--- src/rtl/instr_sequencer_if.sv ---
// Bus between the instruction sequencer and its host/core side:
// program load port, run control, issue stream and result.
interface instr_sequencer_if #(
    parameter int AW = 4,
    parameter int IW = 4
);
    logic          load_en;
    logic [AW-1:0] load_addr;
    logic [IW-1:0] load_data;
    logic          start;
    logic          stall;
    logic [3:0]    portout;
    logic [IW-1:0] instr;
    logic          instr_valid;
    logic [AW-1:0] pc;
    logic          busy;
    logic          done;
    logic [3:0]    result;

    modport master (
        output load_en, load_addr, load_data, start, stall, portout,
        input  instr, instr_valid, pc, busy, done, result
    );

    modport slave (
        input  load_en, load_addr, load_data, start, stall, portout,
        output instr, instr_valid, pc, busy, done, result
    );
endinterface

--- src/rtl/instr_sequencer.sv ---
// Instruction-issue front end: streams a loadable program into the
// Control core, stops at halt or end of memory, then captures portout.
module instr_sequencer #(
    parameter int            AW      = 4,
    parameter int            IW      = 4,
    parameter logic [IW-1:0] HALT_OP = 4'b1111,
    parameter logic [IW-1:0] NOP_OP  = 4'b0000
) (
    input logic               clk,
    input logic               rst,
    instr_sequencer_if.slave  bus
);
    typedef enum logic [1:0] {
        IDLE,
        RUN,
        DRAIN,
        DONE
    } state_t;

    state_t        state, state_nx;
    logic [IW-1:0] mem [2**AW];
    logic [AW-1:0] pc, pc_nx;
    logic [IW-1:0] instr, instr_nx;
    logic          valid, valid_nx;
    logic [3:0]    result, result_nx;
    logic [IW-1:0] word;
    logic          at_end;
    logic          idle_like;

    assign word      = mem[pc];
    assign at_end    = (pc == {AW{1'b1}});
    assign idle_like = (state == IDLE) || (state == DONE);

    // Memory is deliberately outside the reset domain so programs survive rst.
    always_ff @(posedge clk) begin
        if (!rst && idle_like && bus.load_en && !bus.start)
            mem[bus.load_addr] <= bus.load_data;
    end

    always_ff @(posedge clk or posedge rst) begin
        if (rst) begin
            state  <= IDLE;
            pc     <= '0;
            instr  <= NOP_OP;
            valid  <= 1'b0;
            result <= '0;
        end else begin
            state  <= state_nx;
            pc     <= pc_nx;
            instr  <= instr_nx;
            valid  <= valid_nx;
            result <= result_nx;
        end
    end

    always_comb begin
        state_nx  = state;
        pc_nx     = pc;
        instr_nx  = instr;
        valid_nx  = 1'b0;
        result_nx = result;
        unique case (state)
            IDLE, DONE: begin
                if (bus.start) begin
                    pc_nx    = '0;
                    state_nx = RUN;
                end
            end
            RUN: begin
                // Stall is checked first so a pending halt waits for it.
                if (!bus.stall) begin
                    if (word == HALT_OP) begin
                        instr_nx = NOP_OP;
                        state_nx = DRAIN;
                    end else begin
                        instr_nx = word;
                        valid_nx = 1'b1;
                        if (at_end)
                            state_nx = DRAIN;
                        else
                            pc_nx = pc + AW'(1);
                    end
                end
            end
            DRAIN: begin
                instr_nx  = NOP_OP;
                result_nx = bus.portout;
                state_nx  = DONE;
            end
        endcase
    end

    assign bus.instr       = instr;
    assign bus.instr_valid = valid;
    assign bus.pc          = pc;
    assign bus.busy        = (state == RUN) || (state == DRAIN);
    assign bus.done        = (state == DONE);
    assign bus.result      = result;
endmodule

--- src/flat_wrapper.sv ---
// flat-port wrapper written by rule: the top's interface ports become plain ports
module instr_sequencer_flat 
#(
    parameter int            AW      = 4,
    parameter int            IW      = 4,
    parameter logic [IW-1:0] HALT_OP = 4'b1111,
    parameter logic [IW-1:0] NOP_OP  = 4'b0000
)
  (clk, rst, bus_load_en, bus_load_addr, bus_load_data, bus_start, bus_stall, bus_portout, bus_instr, bus_instr_valid, bus_pc, bus_busy, bus_done, bus_result);
  instr_sequencer_if #(.AW(AW), .IW(IW)) bus_i ();
  input logic clk;
  input logic rst;
  input wire logic [$bits(bus_i.load_en)-1:0] bus_load_en;
  input wire logic [$bits(bus_i.load_addr)-1:0] bus_load_addr;
  input wire logic [$bits(bus_i.load_data)-1:0] bus_load_data;
  input wire logic [$bits(bus_i.start)-1:0] bus_start;
  input wire logic [$bits(bus_i.stall)-1:0] bus_stall;
  input wire logic [$bits(bus_i.portout)-1:0] bus_portout;
  output wire logic [$bits(bus_i.instr)-1:0] bus_instr;
  output wire logic [$bits(bus_i.instr_valid)-1:0] bus_instr_valid;
  output wire logic [$bits(bus_i.pc)-1:0] bus_pc;
  output wire logic [$bits(bus_i.busy)-1:0] bus_busy;
  output wire logic [$bits(bus_i.done)-1:0] bus_done;
  output wire logic [$bits(bus_i.result)-1:0] bus_result;
  assign bus_i.load_en = bus_load_en;
  assign bus_i.load_addr = bus_load_addr;
  assign bus_i.load_data = bus_load_data;
  assign bus_i.start = bus_start;
  assign bus_i.stall = bus_stall;
  assign bus_i.portout = bus_portout;
  assign bus_instr = bus_i.instr;
  assign bus_instr_valid = bus_i.instr_valid;
  assign bus_pc = bus_i.pc;
  assign bus_busy = bus_i.busy;
  assign bus_done = bus_i.done;
  assign bus_result = bus_i.result;
  instr_sequencer #(.AW(AW), .IW(IW), .HALT_OP(HALT_OP), .NOP_OP(NOP_OP)) u_core (.clk(clk), .rst(rst), .bus(bus_i));
endmodule
--- config.mk ---
export PLATFORM = sky130hd
export DESIGN_NAME = instr_sequencer_flat
export DESIGN_NICKNAME = d
export VERILOG_FILES = /design/src/rtl/instr_sequencer_if.sv /design/src/rtl/instr_sequencer.sv /design/src/flat_wrapper.sv
export SDC_FILE = /design/constraint.sdc
export NUM_CORES = 1
export LEC_CHECK = 0
export CAP_MARGIN = 20
export CORE_ASPECT_RATIO = 0.6
export CORE_UTILIZATION = 50
export DETAILED_ROUTE_END_ITERATION = 8
export PLACE_DENSITY_LB_ADDON = 0.15
export SLEW_MARGIN = 20
export SYNTH_ARGS = -nofsm -noshare
export SYNTH_HDL_FRONTEND = slang
export SYNTH_SLANG_ARGS = --single-unit
--- constraint.sdc ---
create_clock -name clk -period 3.94 [get_ports clk]
set_clock_uncertainty 0.1 [all_clocks]
set_input_delay 0.985 -clock clk [delete_from_list [all_inputs] [get_ports clk]]
set_output_delay 0.985 -clock clk [all_outputs]
set_load 0.1 [all_outputs]
**Word-level counts from Yosys, hierarchy flattened**

Memory sizes are Yosys's and may differ from the RTL's.
Index checks and enable logic that the tools add are counted.

- $mul: 0
- Reductions and logical operators: 14
- Muxes and demuxes: 18
- Add/sub/neg operators: 1
- Divide/modulo/power cells: 0
- Equal/unequal tests: 10
- Shift-type cells: 0
- Bitwise gates (word level): 0
- $lt $le $gt $ge: 0

Operators with widths:

| kind | count |
|---|---|
| two-way mux 4 bit | 6 |
| case mux 4 bit (2 select lines) | 2 |
| equality test 4 bit, second input constant | 2 |
| two-way mux 2 bit | 4 |
| != test 2 bit, second input constant | 4 |
| case mux 2 bit (3 select lines) | 1 |
| two-way mux 1 bit | 5 |
| AND reduction 5 bit | 1 |
| adder 4 x 1 -> 4 bit, second input constant | 1 |
| equality test 2 bit, second input constant | 2 |
| nonzero test 2 bit | 2 |
| logical AND 1 bit | 3 |
| != test 3 x 1 -> 1 bit, second input constant | 1 |
| AND reduction 3 bit | 1 |
| equality test 2 x 1 -> 1 bit, second input constant | 1 |
| zero test 1 bit | 2 |
| zero test 2 bit | 1 |
| logical OR 1 bit | 2 |
| AND reduction 2 bit | 1 |
| OR reduction 2 bit | 1 |

- Bits in latches: 0
- Register bits after elaboration: 15
- Output and inout port bits: 15
- RAM bits: 64
- Bits in read-only memories: 0
- Input bits: 17
- Memories kept: 1

Memory list:

| name | depth | width | rd ports | clocked after memory_dff | write ports | line | RTL |
|---|---|---|---|---|---|---|---|
| u_core.mem | 16 | 4 | 1 | 0 | 1 | instr_sequencer.sv:21 | `logic [IW-1:0] mem [2**AW];` |

**Logic depth before layout (Yosys ltp)**

Gate-level depths: netlist of the first run.

- Word-level depth: 7
- Depth in mapped cells: 9

**Least setup slack after synthesis of the first run**

OpenSTA, ideal clock, no wires.

- Path kind: reg-to-reg
- From: reg u_core.pc[1], in the netlist u_core.bus.pc[1]
- To: reg u_core.pc[1], in the netlist u_core.bus.pc[1]
- Slack: 0.777 ns
- Clock period less this slack: 3.163 ns
- Buffers on the path: 3
- Arrival time: 2.940 ns
- Stages on the path, launching flop included: 10
- Cell sequence: dfrtp_1 buf_2 buf_1 mux4_1 a22oi_1 nand3_1 and4_1 buf_6 or3b_4 mux2i_1

- Cells in the longest elaborated chain, start to end: 5
- Elaborated cells between the ends (all ways): 11
- Those cells by class: add/sub: 1; eq/ne: 4; mux: 4; reduce/logical: 1; memory: 1

Ends and longest elaborated chain:

| item | line | RTL |
|---|---|---|
| start, declared | instr_sequencer.sv:22 | `logic [AW-1:0] pc, pc_nx;` |
| start signal, assigned | instr_sequencer.sv:49 | `pc <= pc_nx;` |
| branches (longest 5 deep; another with memory read (16 x 4 bit)) | - |  |

Parallel ways; which one is timed is not known. The select of a mux whose other input is x is not followed.
A chain may end at the register's enable or synchronous reset.

**Final worst setup path of the first run**

- From: reg u_core.result[2], in the netlist u_core.bus.result[2]
- To: out bus_result[2]

RTL lines:

| item | line | RTL |
|---|---|---|
| start, declared | instr_sequencer.sv:25 | `logic [3:0] result, result_nx;` |
| start signal, assigned | instr_sequencer.sv:52 | `result <= result_nx;` |
| end, declared | flat_wrapper.sv:24 | `output wire logic [$bits(bus_i.result)-1:0] bus_result;` |

No word-level cell between the ends.

==> results by group, run 1 <==
STA
  – Setup_tns: 0 ns
  – Final Hold Fails: 0
  – Fin crit period: 2.96 ns
  – Period utilization: 75.1%
  – Final setup violation count: 0
  – Max Slew Vio Count: 0
  – Rel. slew slack: 32.5%
  – Slew at the pin closest to its max-slew limit: 1.01 ns
  – RSZ-0062 raised after global routing: no
  – Max Clock Freq: 0.338 GHz

Placed design
  – IO Port Bufs: 31
  – Detailed Place HPWL: 4.61 mm
  – Post-Place Cell Area: 0.00364 sq mm
  – Final Wtd Congestion: 0.825

Global route
  – Vias in the first global route: 1886
  – GRT Total Usage: 20.9%
  – Pin count of the biggest net entering global routing: 22
  – First-pass GRT wire length: 10.1 mm
  – Grt ovf: 0
  – Initial antenna violation count: 0

Routing
  – Avg Vias per Cell: 5.68
  – Detailed Route WL: 6.40 mm
  – Routed vias: 1794
  – Initial drt markers: 124
  – Detail Route Antenna Nets: 0
  – DRC viols: 0
  – Drt pass-1 iters: 5
  – WL/cell: 20.3 um

Outcome
  – Status: completed

Clocking
  – CTS sink cnt: 79
  – Clock buffer depth: 2
  – Clock Latency Late Sink: 0.35 ns
  – PostCTS Resize Cnt: 0
  – Clk root buf: clkbuf_8
  – # hold bufs at CTS: 0
  – Clock-pin slew on the worst setup and hold paths: 0.08 ns
  – Post CTS Setup Buffer Count: 0
  – TritonCTS clock tree: yes
  – Depth of the CTS H-tree: 3
  – Total CTS buffers: 9

Critical path
  – CP Capture Type: output pin
  – Critical Path Sink: bus_result[2]
  – WP data required: 2.85 ns
  – Top delay family on crit path: buffers and inverters
  – Critical-path maximum fanout: 2
  – Path depth of the worst reg2reg path: 6
  – Slowest cell delay on critical path: 1.16 ns
  – Slowest cell on crit path: clkdlybuf4s50_1
  – Reg-to-Reg End: u_core.bus.instr[0]
  – Critical Path Start Type: flip-flop
  – Reg2reg start: u_core.bus.pc[0]
  – Worst Setup SP: u_core.bus.result[2]
  – Arrival time worst endpoint: 1.87 ns
  – Register-to-register path setup slack: 1.06 ns
  – Crit Path Class: flip-flop to output pin
  – WP buf/inv: 1
  – Worst path depth: 1
  – CP cell instances: clkdlybuf4s50_1

Pwr
  – Leakage: 1.35 nW
  – PD cells: 763 mW/mm^2
  – Max VDD drop: 0.000384 V

Synth
  – Simple-gate share of the synthesized area: 8.96%
  – Synth warn: 0
  – Synth Area in XOR/XNOR: 0%
  – FF+latch count, synth: 79
  – Synth Area per Inst: 17.3 sq um
  – Syn nets: 213
  – Async set-reset flop share out of synthesis: 19.0%
  – Cells after synthesis: 191
  – Main combinational cell family by area after synthesis: multiplexers
  – Post-synth EDFFs: 64
  – Mux contribution to synthesized area: 14.5%
  – Synth Cell Area: 0.00330 sq mm
  – Ys flop type: edfxtp_1
  – Post-synth cell types: 31
  – Adder-cell share of the synthesized area: 1.90%
  – Compound-Gate Fraction of Synth Area: 2.54%
  – Sequential fraction of the synthesis area: 69.7%

Floorplanning
  – Die width: 107 um
  – FP Rows: 22
  – Io pins: 32
  – Initial Util: 52.8%
  – Die height: 64.9 um
  – Core area: 0.00625 sq mm
  – Die area: 0.00693 sq mm

Hold path
  – Hold path depth: 1
  – Hold Path Class: flip-flop to flip-flop

Cells and area
  – Most frequent cells in the layout: edfxtp_1 (64), clkdlybuf4s50_1 (25), nor2_1 (15), nand2_1 (14), dfrtp_1 (14)
  – Antenna diodes: 0
  – Most common cell after layout, fill and taps aside: edfxtp_1
  – Nets: 249
  – Post-layout util: 61.5%
  – Area Growth Syn to Fin: 16.5%
  – Layout cells sized above 1: 16.4%
  – Post-route cell area: 0.00384 sq mm

Run
  – Max Cap Viol: 0
[synthesized netlist by cell type (2+ instances only)]
| library cell | instances | area, sq um |
|---|---|---|
| edfxtp_1 | 64 | 1920 |
| mux2i_1 | 5 | 50.1 |
| nand2b_1 | 3 | 18.8 |
| mux4_1 | 6 | 158 |
| nand2_1 | 14 | 52.6 |
| mux4_2 | 10 | 225 |
| a22o_1 | 4 | 35.0 |
| a22oi_1 | 4 | 30.0 |
| nor3_1 | 6 | 30.0 |
| nand3_1 | 9 | 45.0 |
| ha_1 | 5 | 62.6 |
| dfrtp_1 | 15 | 375 |
| nor3b_1 | 2 | 15.0 |
| nor2b_1 | 2 | 12.5 |
| nor2_1 | 15 | 56.3 |
| inv_1 | 5 | 18.8 |
| mux2_2 | 4 | 45.0 |
| buf_2 | 3 | 15.0 |
| buf_6 | 2 | 22.5 |
| nand4_1 | 2 | 12.5 |
[metrics by stage]
step	setup WS [ns]	instances	hold slack [ns]	total power, mW
2_1_floorplan	0.777	191	0.406	2.11
3_3_place_gp	0.812	300	0.392	2.33
3_5_place_dp	0.692	300	0.400	2.36
4_1_cts	0.655	316	0.416	2.95
5_1_grt	0.894	316	0.424	3.06
6_report	0.980	316	0.418	2.93
[logic make-up after synthesis]
| kind of cell | after synthesis |
|---|---|
| adders and majority gates | 5 |
| buffers and inverters | 12 |
| AOI/OAI and AO/OA | 11 |
| and+or+nand+nor | 59 |
| muxes | 25 |
| DFF | 79 |
[worst register-to-register path, delay by kind of cell, from the launching register on]
kind | cells | cell delay (ns)
AO/OA/AOI/OAI | 2 | 0.40
flip-flops | 1 | 0.76
AND/OR/NAND/NOR | 3 | 0.86
multiplexers | 1 | 0.69
[report_power, final]
group | switching (mW) | leakage (nW) | internal (mW)
Sequential | 0.134 | 0.760 | 0.978
Clock | 0.293 | 0.0972 | 0.293
Combinational | 0.827 | 0.490 | 0.406
[per-layer routing]
layer	up-vias	track usage [%]	part of all wire, %
met5	-	0	0
met4	0	5.82	1.0
met3	8	9.76	7.3
met2	51	29.8	46
met1	911	28.8	46
li1	824	-	-
[flip-flops by register name, indices dropped and copies added, names as in the netlist]
register,count
u_core.mem,64
u_core.bus.pc,4
u_core.bus.instr_valid,1
u_core.bus.result,4
u_core.bus.instr,4
u_core.state,2
[final cells by class]
cell class	instances	area, sq um
sequential	79	2300
tap	84	105
clock inverter	7	72.6
fill	447	2410
multi-input combinational	100	920
timing repair buffer	32	303
inverter	5	18.8
clock buffer	9	124
[how the worst min path moves through the flow]
stage                         startpoint                   end  slack [ns]
floorplan                u_core.state[1]       u_core.state[1]        0.41
global placement    u_core.bus.result[1]  u_core.bus.result[1]        0.39
detailed placement   u_core.bus.instr[2]   u_core.bus.instr[2]        0.40
CTS                  u_core.bus.instr[1]   u_core.bus.instr[1]        0.42
global route         u_core.bus.instr[1]   u_core.bus.instr[1]        0.42
finish               u_core.bus.instr[2]   u_core.bus.instr[2]        0.42
(Power assumes the default switching activity.)
==> run 2: changes to the inputs <==
==> constraint.sdc (replaced) <==
create_clock -name clk -period 2.6 [get_ports clk]
set_clock_uncertainty 0.1 [all_clocks]
set_input_delay 0.65 -clock clk [delete_from_list [all_inputs] [get_ports clk]]
set_output_delay 0.65 -clock clk [all_outputs]
set_load 0.1 [all_outputs]
==> run 2 against run 1 <==
Die area unchanged. Sequential power rose by 48%. Routed wire length rose by 7.5%. Clock power is 38% higher. Critical path depth grew 6. Final cell count increased by 6.0%. First-iteration DRC count rose by 26%. Critical path type is now flip-flop to flip-flop. Design area increased by 4.0%. Largest power group unchanged.
==> results by group, run 2 (same netlist as run 1, synthesis figures left out) <==
Outcome
  – Status: completed

Routing
  – Drt pass-1 iters: 4
  – Routed vias: 1919
  – Detail Route Antenna Nets: 0
  – WL/cell: 20.5 um
  – Detailed Route WL: 6.88 mm
  – Avg Vias per Cell: 5.73
  – DRC viols: 0
  – Initial drt markers: 156

STA
  – Slew at the pin closest to its max-slew limit: 0.661 ns
  – Max Slew Vio Count: 0
  – Period utilization: 96.7%
  – Rel. slew slack: 55.8%
  – Final WS setup: 0.0850 ns
  – Fin crit period: 2.51 ns
  – Final Hold Fails: 0
  – Max Clock Freq: 0.398 GHz
  – Final setup violation count: 0

Clocking
  – PostCTS Resize Cnt: 0
  – # hold bufs at CTS: 0
  – TritonCTS clock tree: yes
  – Post CTS Setup Buffer Count: 3
  – Total CTS buffers: 9
  – Clk root buf: clkbuf_8
  – CTS sink cnt: 79
  – Clock Latency Late Sink: 0.34 ns
  – Clock buffer depth: 2
  – Depth of the CTS H-tree: 3
  – Clock-pin slew on the worst setup and hold paths: 0.08 ns

Pwr
  – Leakage: 1.44 nW
  – Max VDD drop: 0.000558 V
  – PD cells: 1160 mW/mm^2

Cells and area
  – Most frequent cells in the layout: edfxtp_1 (64), buf_4 (32), clkdlybuf4s50_1 (16), nor2_1 (15), nand2_1 (14)
  – Finished Layout Cells: 335
  – Area Growth Syn to Fin: 21.2%
  – Antenna diodes: 0
  – Layout cells sized above 1: 30.3%
  – Largest register FFs: 64
  – Most common cell after layout, fill and taps aside: edfxtp_1
  – Top reg by flops: u_core.mem
  – Nets: 268

Floorplanning
  – Io pins: 32
  – FP Rows: 22
  – Die width: 107 um
  – Core area: 0.00625 sq mm
  – Initial Util: 52.8%
  – Die height: 64.9 um
  – Die area: 0.00693 sq mm

Placed design
  – DP Cell Count: 313
  – IO Port Bufs: 31
  – DP Worst Slack: -0.0480 ns
  – Final Wtd Congestion: 0.814
  – Detailed Place HPWL: 4.84 mm

Critical path
  – WP data required: 2.76 ns
  – Crit Path Class: flip-flop to flip-flop
  – CP Capture Type: flip-flop
  – Arrival time worst endpoint: 2.67 ns
  – Critical-path maximum fanout: 7
  – Critical Path Start Type: flip-flop

Run
  – Max Cap Viol: 0

Global route
  – Initial antenna violation count: 0
  – Grt ovf: 0
  – Pin count of the biggest net entering global routing: 21
  – First-pass GRT wire length: 10.5 mm
  – GRT Total Usage: 21.6%
  – Vias in the first global route: 1849

Hold path
  – Hold Path Class: flip-flop to flip-flop
## run 2: per-stage QoR
| stage | hold slack (ns) | setup TNS (ns) | area, sq um | utilization, % | power [mW] |
|---|---|---|---|---|---|
| 2_1_floorplan | 0.406 | -0.0181 | 3320 | - | 3.24 |
| 3_5_place_dp | 0.401 | -0.0838 | 3760 | 60.1 | 3.74 |
| 4_1_cts | 0.420 | 0 | 3960 | 63.4 | 4.57 |
| 5_1_grt | 0.434 | -0.00759 | 4000 | 64.0 | 4.81 |
| 6_report | 0.423 | 0 | 4000 | 64.0 | 4.63 |
| 3_3_place_gp | 0.395 | -0.00882 | 3760 | 60.1 | 3.69 |
## run 2: cell type report
cell class / instances / area [sq um]
timing repair buffer: 51 / 460
tap: 84 / 105
clock inverter: 7 / 57.6
multi-input combinational: 100 / 923
clock buffer: 9 / 124
sequential: 79 / 2310
fill: 415 / 2250
inverter: 5 / 18.8
## run 2: path summary, 6_finish.rpt
check                      slack (ns)                  from  depth (start not counted)                   end
hold reg to reg                  0.42  u_core.bus.result[1]                          1  u_core.bus.result[1]
hold / removal                   0.42  u_core.bus.result[1]                          1  u_core.bus.result[1]
setup reg to reg                 0.09      u_core.bus.pc[0]                          7      u_core.bus.pc[1]
setup / recovery                 0.09      u_core.bus.pc[0]                          7      u_core.bus.pc[1]
max in group asynchronous        1.62                   rst                          3      u_core.bus.pc[0]
min in group asynchronous        0.57                   rst                          3       u_core.state[0]
## run 2: power by group
part           switching, mW  total, mW  internal [mW]
registers              0.146       1.64           1.49
logic                   1.39       2.18          0.785
clock network          0.453      0.809          0.356
total                   1.99       4.63           2.63
## run 2: layer usage
| layer | global-route usage [%] | up-vias | wire [um] |
|---|---|---|---|
| met5 | 0 | - | 0 |
| met4 | 5.14 | 0 | 22 |
| met3 | 6.04 | 4 | 484 |
| met2 | 30.7 | 64 | 3200 |
| met1 | 32.9 | 995 | 3180 |
| li1 | - | 856 | - |
## run 2: critical path, stage by stage, from the launching register on
cell,delay (ns)
dfrtp_4,0.43
buf_4,0.20
mux4_1,0.58
a22oi_1,0.17
nand3_1,0.12
and4_1,0.24
or3b_4,0.42
mux2i_1,0.17
